==> config.mk <==
export PLATFORM = sky130hd
export DESIGN_NAME = command_buffer_control_flat
export DESIGN_NICKNAME = d
export VERILOG_FILES = /design/src/rtl/command_buffer_control_if.sv /design/src/rtl/command_buffer_control.sv /design/src/flat_wrapper.sv
export SDC_FILE = /design/constraint.sdc
export NUM_CORES = 2
export LEC_CHECK = 0
export BUFFER_PORTS_ARGS = -buffer_cell sky130_fd_sc_hd__buf_2
export CORE_MARGIN = 10
export CORE_UTILIZATION = 29
export DETAILED_ROUTE_END_ITERATION = 8
export PLACE_DENSITY = 0.48
export SLEW_MARGIN = 40
export SYNTH_ARGS = -nofsm -noshare
export SYNTH_HDL_FRONTEND = slang
export SYNTH_SLANG_ARGS = --single-unit
==> constraint.sdc <==
create_clock -name clock -period 16.38 [get_ports clock]
set_clock_uncertainty 0.15 [all_clocks]
set_input_delay 2.457 -clock clock [delete_from_list [all_inputs] [get_ports clock]]
set_output_delay 2.457 -clock clock [all_outputs]
set_load 0.01 [all_outputs]
==> src/rtl/command_buffer_control_if.sv <==
`default_nettype none
// +-----------------------------------------------------------------------+
// | command_buffer_pkg / command_buffer_if : shared line types and bundle  |
// | Revision: 1.0                                                          |
// +-----------------------------------------------------------------------+
package command_buffer_pkg;
  typedef enum logic [2:0] {INVALID, READ_CL_NA, READ_CL_S, WRITE_NA, WRITE_MI} psl_command_t;
  typedef enum logic [2:0] {STRICT, ABORT, PAGE, PREF, SPEC} trans_order_t;
  typedef enum logic [1:0] {CMD_INVALID, CMD_READ, CMD_WRITE, CMD_WED} cmd_type_t;
  typedef enum logic [1:0] {STRUCT_INVALID, STRUCT_A, STRUCT_B, STRUCT_C} array_struct_t;

  localparam logic [7:0] INVALID_ID = 8'hFF;
  localparam logic [7:0] WED_ID     = 8'h00;

  typedef struct packed {
    logic [7:0]    cu_id;
    cmd_type_t     cmd_type;
    array_struct_t array_struct;
  } cmd_meta_t;

  typedef struct packed {
    logic         valid;
    psl_command_t command;
    logic [63:0]  address;
    logic [11:0]  size;
    trans_order_t abt;
    cmd_meta_t    cmd;
    logic [7:0]   tag;
  } command_buffer_line_t;

  typedef struct packed {
    logic       valid;
    logic [7:0] tag;
    logic [1:0] response;
  } response_buffer_line_t;

  typedef struct packed {
    logic empty;
    logic alfull;
    logic full;
  } buffer_status_t;

  localparam command_buffer_line_t RESET_LINE = '{
    valid: 1'b0, command: INVALID, address: 64'd0, size: 12'd0, abt: STRICT,
    cmd: '{cu_id: INVALID_ID, cmd_type: CMD_INVALID, array_struct: STRUCT_INVALID},
    tag: 8'd0};
endpackage

interface command_buffer_if #(parameter int CREDIT_WIDTH = 8);
  import command_buffer_pkg::*;

  logic                  enabled_in;
  logic [CREDIT_WIDTH-1:0] room_in;
  response_buffer_line_t response_in;
  command_buffer_line_t  wed_command_in;
  command_buffer_line_t  cu_command_in;
  buffer_status_t        wed_buffer_status_out;
  buffer_status_t        cu_buffer_status_out;
  command_buffer_line_t  command_out;
  logic [CREDIT_WIDTH-1:0] credits_out;
  logic                  overflow_error_out;

  modport slave (
    input  enabled_in, room_in, response_in, wed_command_in, cu_command_in,
    output wed_buffer_status_out, cu_buffer_status_out, command_out, credits_out,
           overflow_error_out
  );

  modport master (
    output enabled_in, room_in, response_in, wed_command_in, cu_command_in,
    input  wed_buffer_status_out, cu_buffer_status_out, command_out, credits_out,
           overflow_error_out
  );
endinterface
`default_nettype wire

==> src/rtl/command_buffer_control.sv <==
`default_nettype none
// +-----------------------------------------------------------------------+
// | command_buffer_control : two source FIFOs, round-robin, credit-gated  |
// | Revision: 1.0                                                          |
// +-----------------------------------------------------------------------+
module command_buffer_control
  import command_buffer_pkg::*;
#(
  parameter int FIFO_DEPTH         = 16,
  parameter int ALMOST_FULL_MARGIN = 4,
  parameter int CREDIT_WIDTH       = 8
) (
  input  wire logic          clock,
  input  wire logic          rstn,
  command_buffer_if.slave    bus
);

  localparam int AW = $clog2(FIFO_DEPTH);
  localparam int CW = AW + 1;
  localparam logic [CW-1:0] DEPTH_C  = CW'(FIFO_DEPTH);
  localparam logic [CW-1:0] ALFULL_C = CW'(FIFO_DEPTH - ALMOST_FULL_MARGIN);

  typedef enum logic [2:0] {
    CMD_RESET, CMD_WAIT_ENABLE, CMD_LOAD_CREDITS, CMD_ISSUE, CMD_PAUSE
  } state_t;

  state_t state, state_next;

  command_buffer_line_t push_line [2];
  command_buffer_line_t head [2];
  buffer_status_t       status_q [2];
  logic [1:0]           nonempty;
  logic [1:0]           drop;
  logic [1:0]           pop;

  logic                    last_grant;   // 0 = WED, 1 = CU
  logic                    can_issue;
  logic                    grant_wed;
  logic                    grant_cu;
  logic [CREDIT_WIDTH-1:0] credits;
  logic [CREDIT_WIDTH-1:0] room_max;
  logic                    overflow;
  command_buffer_line_t    issue_line;
  command_buffer_line_t    command_q;

  assign push_line[0] = bus.wed_command_in;
  assign push_line[1] = bus.cu_command_in;

  // Index 0 is the WED FIFO, index 1 the CU FIFO.
  for (genvar s = 0; s < 2; s++) begin : g_fifo
    command_buffer_line_t mem [FIFO_DEPTH];
    logic [AW-1:0]        wr_ptr;
    logic [AW-1:0]        rd_ptr;
    logic [CW-1:0]        cnt;
    logic [CW-1:0]        cnt_next;
    logic                 push_req;
    logic                 push_ok;
    buffer_status_t       status;

    assign push_req = push_line[s].valid && (state != CMD_RESET);
    // A simultaneous pop frees a slot, so a push into a full FIFO is still legal.
    assign push_ok  = push_req && ((cnt != DEPTH_C) || pop[s]);

    always_comb begin
      cnt_next = cnt;
      case ({push_ok, pop[s]})
        2'b10:   cnt_next = cnt + 1'b1;
        2'b01:   cnt_next = cnt - 1'b1;
        default: cnt_next = cnt;
      endcase
    end

    always_ff @(posedge clock or negedge rstn) begin
      if (!rstn) begin
        wr_ptr <= '0;
        rd_ptr <= '0;
        cnt    <= '0;
        status <= '{empty: 1'b1, alfull: 1'b0, full: 1'b0};
      end else begin
        if (push_ok) wr_ptr <= wr_ptr + 1'b1;
        if (pop[s])  rd_ptr <= rd_ptr + 1'b1;
        cnt           <= cnt_next;
        status.empty  <= (cnt_next == '0);
        status.alfull <= (cnt_next >= ALFULL_C);
        status.full   <= (cnt_next == DEPTH_C);
      end
    end

    always_ff @(posedge clock) begin
      if (push_ok) mem[wr_ptr] <= push_line[s];
    end

    assign head[s]     = mem[rd_ptr];
    assign nonempty[s] = (cnt != '0);
    assign drop[s]     = push_req && !push_ok;
    assign status_q[s] = status;
  end

  always_ff @(posedge clock or negedge rstn) begin
    if (!rstn) state <= CMD_RESET;
    else       state <= state_next;
  end

  always_comb begin
    state_next = state;
    case (state)
      CMD_RESET:        state_next = CMD_WAIT_ENABLE;
      CMD_WAIT_ENABLE:  if (bus.enabled_in) state_next = CMD_LOAD_CREDITS;
      CMD_LOAD_CREDITS: state_next = CMD_ISSUE;
      CMD_ISSUE:        if (!bus.enabled_in) state_next = CMD_PAUSE;
      CMD_PAUSE:        if (bus.enabled_in) state_next = CMD_ISSUE;
      default:          state_next = CMD_RESET;
    endcase
  end

  assign can_issue = (state == CMD_ISSUE) && (credits != '0);
  assign grant_wed = can_issue && nonempty[0] && (!nonempty[1] || last_grant);
  assign grant_cu  = can_issue && nonempty[1] && (!nonempty[0] || !last_grant);
  assign pop       = {grant_cu, grant_wed};

  always_comb begin
    issue_line       = grant_wed ? head[0] : head[1];
    issue_line.valid = 1'b1;
  end

  always_ff @(posedge clock or negedge rstn) begin
    if (!rstn) begin
      command_q  <= RESET_LINE;
      last_grant <= 1'b1;
      overflow   <= 1'b0;
    end else begin
      if (|pop) command_q <= issue_line;
      else      command_q.valid <= 1'b0;
      if (grant_wed)     last_grant <= 1'b0;
      else if (grant_cu) last_grant <= 1'b1;
      if (|drop) overflow <= 1'b1;
    end
  end

  // Returned credits are capped at the room value captured when the AFU enabled.
  always_ff @(posedge clock or negedge rstn) begin
    if (!rstn) begin
      credits  <= '0;
      room_max <= '0;
    end else if (state == CMD_LOAD_CREDITS) begin
      credits  <= bus.room_in;
      room_max <= bus.room_in;
    end else if ((|pop) && !bus.response_in.valid) begin
      credits <= credits - 1'b1;
    end else if (!(|pop) && bus.response_in.valid && (credits < room_max)) begin
      credits <= credits + 1'b1;
    end
  end

  wire unused_response = ^{bus.response_in.tag, bus.response_in.response};

  assign bus.wed_buffer_status_out = status_q[0];
  assign bus.cu_buffer_status_out  = status_q[1];
  assign bus.command_out           = command_q;
  assign bus.credits_out           = credits;
  assign bus.overflow_error_out    = overflow;

endmodule
`default_nettype wire

==> src/flat_wrapper.sv <==
// flat-port wrapper written by rule: the top's interface ports become plain ports
module command_buffer_control_flat import command_buffer_pkg::*;
#(
  parameter int FIFO_DEPTH         = 16,
  parameter int ALMOST_FULL_MARGIN = 4,
  parameter int CREDIT_WIDTH       = 8
)
  (clock, rstn, bus_enabled_in, bus_room_in, bus_response_in, bus_wed_command_in, bus_cu_command_in, bus_wed_buffer_status_out, bus_cu_buffer_status_out, bus_command_out, bus_credits_out, bus_overflow_error_out);
  command_buffer_if #(.CREDIT_WIDTH(CREDIT_WIDTH)) bus_i ();
  input  wire logic clock;
  input  wire logic rstn;
  input wire logic [$bits(bus_i.enabled_in)-1:0] bus_enabled_in;
  input wire logic [$bits(bus_i.room_in)-1:0] bus_room_in;
  input wire logic [$bits(bus_i.response_in)-1:0] bus_response_in;
  input wire logic [$bits(bus_i.wed_command_in)-1:0] bus_wed_command_in;
  input wire logic [$bits(bus_i.cu_command_in)-1:0] bus_cu_command_in;
  output wire logic [$bits(bus_i.wed_buffer_status_out)-1:0] bus_wed_buffer_status_out;
  output wire logic [$bits(bus_i.cu_buffer_status_out)-1:0] bus_cu_buffer_status_out;
  output wire logic [$bits(bus_i.command_out)-1:0] bus_command_out;
  output wire logic [$bits(bus_i.credits_out)-1:0] bus_credits_out;
  output wire logic [$bits(bus_i.overflow_error_out)-1:0] bus_overflow_error_out;
  assign bus_i.enabled_in = bus_enabled_in;
  assign bus_i.room_in = bus_room_in;
  assign bus_i.response_in = bus_response_in;
  assign bus_i.wed_command_in = bus_wed_command_in;
  assign bus_i.cu_command_in = bus_cu_command_in;
  assign bus_wed_buffer_status_out = bus_i.wed_buffer_status_out;
  assign bus_cu_buffer_status_out = bus_i.cu_buffer_status_out;
  assign bus_command_out = bus_i.command_out;
  assign bus_credits_out = bus_i.credits_out;
  assign bus_overflow_error_out = bus_i.overflow_error_out;
  command_buffer_control #(.FIFO_DEPTH(FIFO_DEPTH), .ALMOST_FULL_MARGIN(ALMOST_FULL_MARGIN), .CREDIT_WIDTH(CREDIT_WIDTH)) u_core (.clock(clock), .rstn(rstn), .bus(bus_i));
endmodule
==> results.py <==
metrics = {
    "status": {
        "status": "completed",
    },
    "yosys": {
        "async_reset_ff_share_pct": 4.56,
        "synth_flop_cell": "edfxtp_1",
        "synthesis.nets": 5603,
        "syn-cell-area_um2": 130000,
        "syn_area_per_cell_um2": 24.3,
        "synth_edf_count": 3264,
        "seq_area_frac_synth_pct": 78.5,
        "ys_seq_elements": 3420,
        "syn_inst": 5343,
        "synthDistinctLibCells": 78,
        "synth_warnings": 0,
    },
    "sta": {
        "grt_setup_unrepaired": "no",
        "maxSlewHeadroom_pct": 41.7,
        "fin_ws_ps": 11340,
        "drv_slew": 0,
        "finalCritPeriodShare_pct": 30.8,
        "fmax_mhz": 198,
        "min_period_ps": 5040,
        "finalSetupTns_ps": 0,
        "hold_viol": 0,
        "setup_viol": 0,
        "tightest_slew_ps": 874,
    },
    "cts": {
        "clockRootBuffer": "clkbuf_16",
        "cts-buffers-inserted": 359,
        "cts_htree_levels": 5,
        "cts_resized": 0,
        "hold_buffers": 0,
        "clock_path_buffers": 4,
        "clock_latency_ps": 920,
        "clkTransAtPathRegs_ps": 60,
        "post-cts-setup-buffers": 0,
        "cts_tree": "built",
        "cts.sinks": 3420,
    },
    "global_routing": {
        "antenna_found_initial": 155,
        "grt_max_degree": 84,
        "grt_pass1_wl_um": 491000,
        "grt.total_usage_pct": 14.4,
        "grt_pass1_vias": 62100,
        "grt_overflow": 0,
    },
    "layout": {
        "post-route-util_pct": 34.0,
        "drive_above_1_share_pct": 33.5,
        "final_common_cell": "edfxtp_1",
        "multi_input_area_um2": 26900,
        "fill_cells": 41400,
        "layout_common_cells": "edfxtp_1 (3264), mux4_2 (1020), clkbuf_16 (365)",
        "nNetsFinal": 6162,
        "regArea_um2": 102000,
        "area_growth_pct": 16.6,
        "final_area_um2": 152000,
    },
    "worst_setup_path": {
        "criticalPathCategory": "input port to flop",
        "crit_path_start": "bus_wed_command_in[102]",
        "regToRegSetupSlack_ps": 11340,
        "cp.arrival_ps": 5400,
        "r2r-end": "u_core.bus.command_out[63]$_DFFE_PN0N_",
        "crit_path_cell_trace": "buf_2 -> o31ai_2 -> nor2_1 -> buf_4 -> and3_4 -> buf_6 -> buf_4",
        "worstPathMaxFanout": 38,
        "r2r-start": "u_core.g_fifo[1].rd_ptr[1]$_DFFE_PN0P_",
        "cpPeakStageDelay_ps": 750,
        "cp.required_ps": 16740,
        "cp-start-kind": "input port",
        "end_kind": "flop",
        "worst_path_most_repeated_cell": "buf_4",
        "crit_slowest_cell": "and3_4",
        "endpoint": "u_core.g_fifo[0].mem[10][96]$_DFFE_PP_",
        "worstRegToRegCells": 8,
    },
    "detailed_routing": {
        "drt_first_pass_iters": 5,
        "vias": 59100,
        "ant_nets": 0,
        "viasPerCell": 4.87,
        "drt_wl_total_um": 351000,
        "drc": 0,
        "drt_iter0_drc": 4932,
        "wire_per_inst_um": 28.9,
    },
    "pwr": {
        "p_leak_nw": 47.4,
        "power_density_nw_per_um2": 174,
        "ir_worst_vdd_mv": 0.114,
    },
    "die": {
        "ioPinCount": 346,
        "die_h_um": 689,
        "core_area_um2": 446000,
        "initial_utilization_pct": 29.1,
        "dieWidth_um": 689,
        "die-area_um2": 475000,
        "placementRows": 245,
    },
    "placement": {
        "gp_congestion": 0.764,
        "portBuffers": 335,
        "placedInstanceArea_um2": 140000,
        "dp_hpwl_um": 194000,
        "dpl_worst_slack_ps": 10400,
    },
    "flow_run": {
        "drv_cap": 0,
    },
    "min_path": {
        "min_path_type": "flop to flop",
    },
}
[stage by stage]
stage               total power [mW]  hold WS [ps]  cells
finish                          26.4           307  12100
global route                    27.6           330  12100
CTS                             26.9           309  12100
detailed placement              18.8           300  11500
global placement                18.6           301  11400
floorplan                       15.9           288   5343
[metal layers]
layer	GRT usage (%)	share of wire [%]
met1	18.7	41
met2	24.1	49
met3	3.47	6.6
met4	4.13	3.0
met5	0	0.11
[layout make-up]
class	count	share of cell area, %
Antenna cell	27	0.0446
Tap cell	5928	4.90
Clock inverter	197	1.28
Sequential cell	3420	67.3
Multi-Input combinational cell	1620	17.8
Inverter	25	0.0619
Clock buffer	453	6.31
Timing Repair Buffer	476	2.37
[worst min-delay path by stage]
stage          slack, ps                                endpoint  cells past startpoint                              startpoint
4_1_cts              310  u_core.bus.command_out[16]$_DFFE_PN1N_                      2  u_core.bus.command_out[16]$_DFFE_PN1N_
6_report             310  u_core.bus.command_out[16]$_DFFE_PN1N_                      2  u_core.bus.command_out[16]$_DFFE_PN1N_
3_3_place_gp         300  u_core.bus.command_out[16]$_DFFE_PN1N_                      2  u_core.bus.command_out[16]$_DFFE_PN1N_
3_5_place_dp         300  u_core.bus.command_out[16]$_DFFE_PN1N_                      2  u_core.bus.command_out[16]$_DFFE_PN1N_
5_1_grt              330  u_core.bus.command_out[12]$_DFFE_PN1N_                      2  u_core.bus.command_out[12]$_DFFE_PN1N_
2_1_floorplan        290          u_core.room_max[0]$_DFFE_PN0P_                      2          u_core.room_max[0]$_DFFE_PN0P_
[flip-flops by register name (all words and copies together) (netlist names)]
name                              cells
u_core.bus.credits_out                8
u_core.g_fifo.mem                  3264
u_core.room_max                       8
u_core.g_fifo.wr_ptr                  8
u_core.g_fifo.cnt                    10
u_core.g_fifo.rd_ptr                  8
u_core.state                          3
u_core.last_grant                     1
u_core.bus.command_out              103
u_core.bus.wed_buffer_status_out      3
u_core.bus.overflow_error_out         1
u_core.bus.cu_buffer_status_out       3
[worst max-delay path: cells and delay by family]
| kind | cells | cell delay (ps) |
|---|---|---|
| and+or+nand+nor | 2 | 900 |
| AOI/OAI and AO/OA | 1 | 140 |
| buffers and inverters | 4 | 1620 |
[Yosys cell counts, types with 3 or more instances]
master    instances  area (um2)
dfstp_2          11         289
nor4_2            3        37.5
clkbuf_1        153         574
mux4_2         1020       23000
nor4_1            3        18.8
nand4_1           8        50.1
a22oi_1         103         773
dfrtp_1         145        3630
o21ai_0          17        85.1
nor3b_1           5        37.5
and2_1            6        37.5
inv_1            24        90.1
nand2b_1          5        31.3
nor3_1           10        50.1
fa_1              3        60.1
o21a_1            3        22.5
nand2_1         240         901
o31ai_1           4        30.0
a21o_1            9        67.6
o21bai_1          3        22.5
a211oi_1          5        37.5
mux2_2            3        33.8
and3_1            9        56.3
and4_1            5        43.8
buf_2           108         541
buf_1            13        48.8
ha_1             29         363
nor2_1           30         113
xnor2_1          17         149
nor2b_1           5        31.3
edfxtp_1       3264       98000
o211ai_1          3        22.5
a21oi_1          17        85.1
xor2_1            4        35.0
[kinds of logic (layout without fill, tap and decap cells)]
| family | after synthesis | count (layout) | share of synthesized area, % |
|---|---|---|---|
| XOR/XNOR | 21 | 21 | 0.142 |
| multiplexers | 1026 | 1026 | 17.7 |
| AND/OR/NAND/NOR | 345 | 345 | 1.21 |
| AO/OA/AOI/OAI | 196 | 196 | 1.12 |
| buffers and inverters | 303 | 1151 | 0.997 |
| flip-flops | 3420 | 3420 | 78.5 |
| adder cells (fa/ha/maj) | 32 | 32 | 0.326 |
| other | 0 | 27 | 0 |
[report_power, final]
| group | internal [mW] | leakage, nW | total, mW | switching, mW |
|---|---|---|---|---|
| Clock | 4.63 | 5.60 | 8.00 | 3.37 |
| Sequential | 10.6 | 31.4 | 11.0 | 0.436 |
| Combinational | 3.24 | 10.5 | 7.45 | 4.21 |
| Total | 18.4 | 47.4 | 26.4 | 8.02 |
Note: power is estimated with default switching activity, not from simulation.
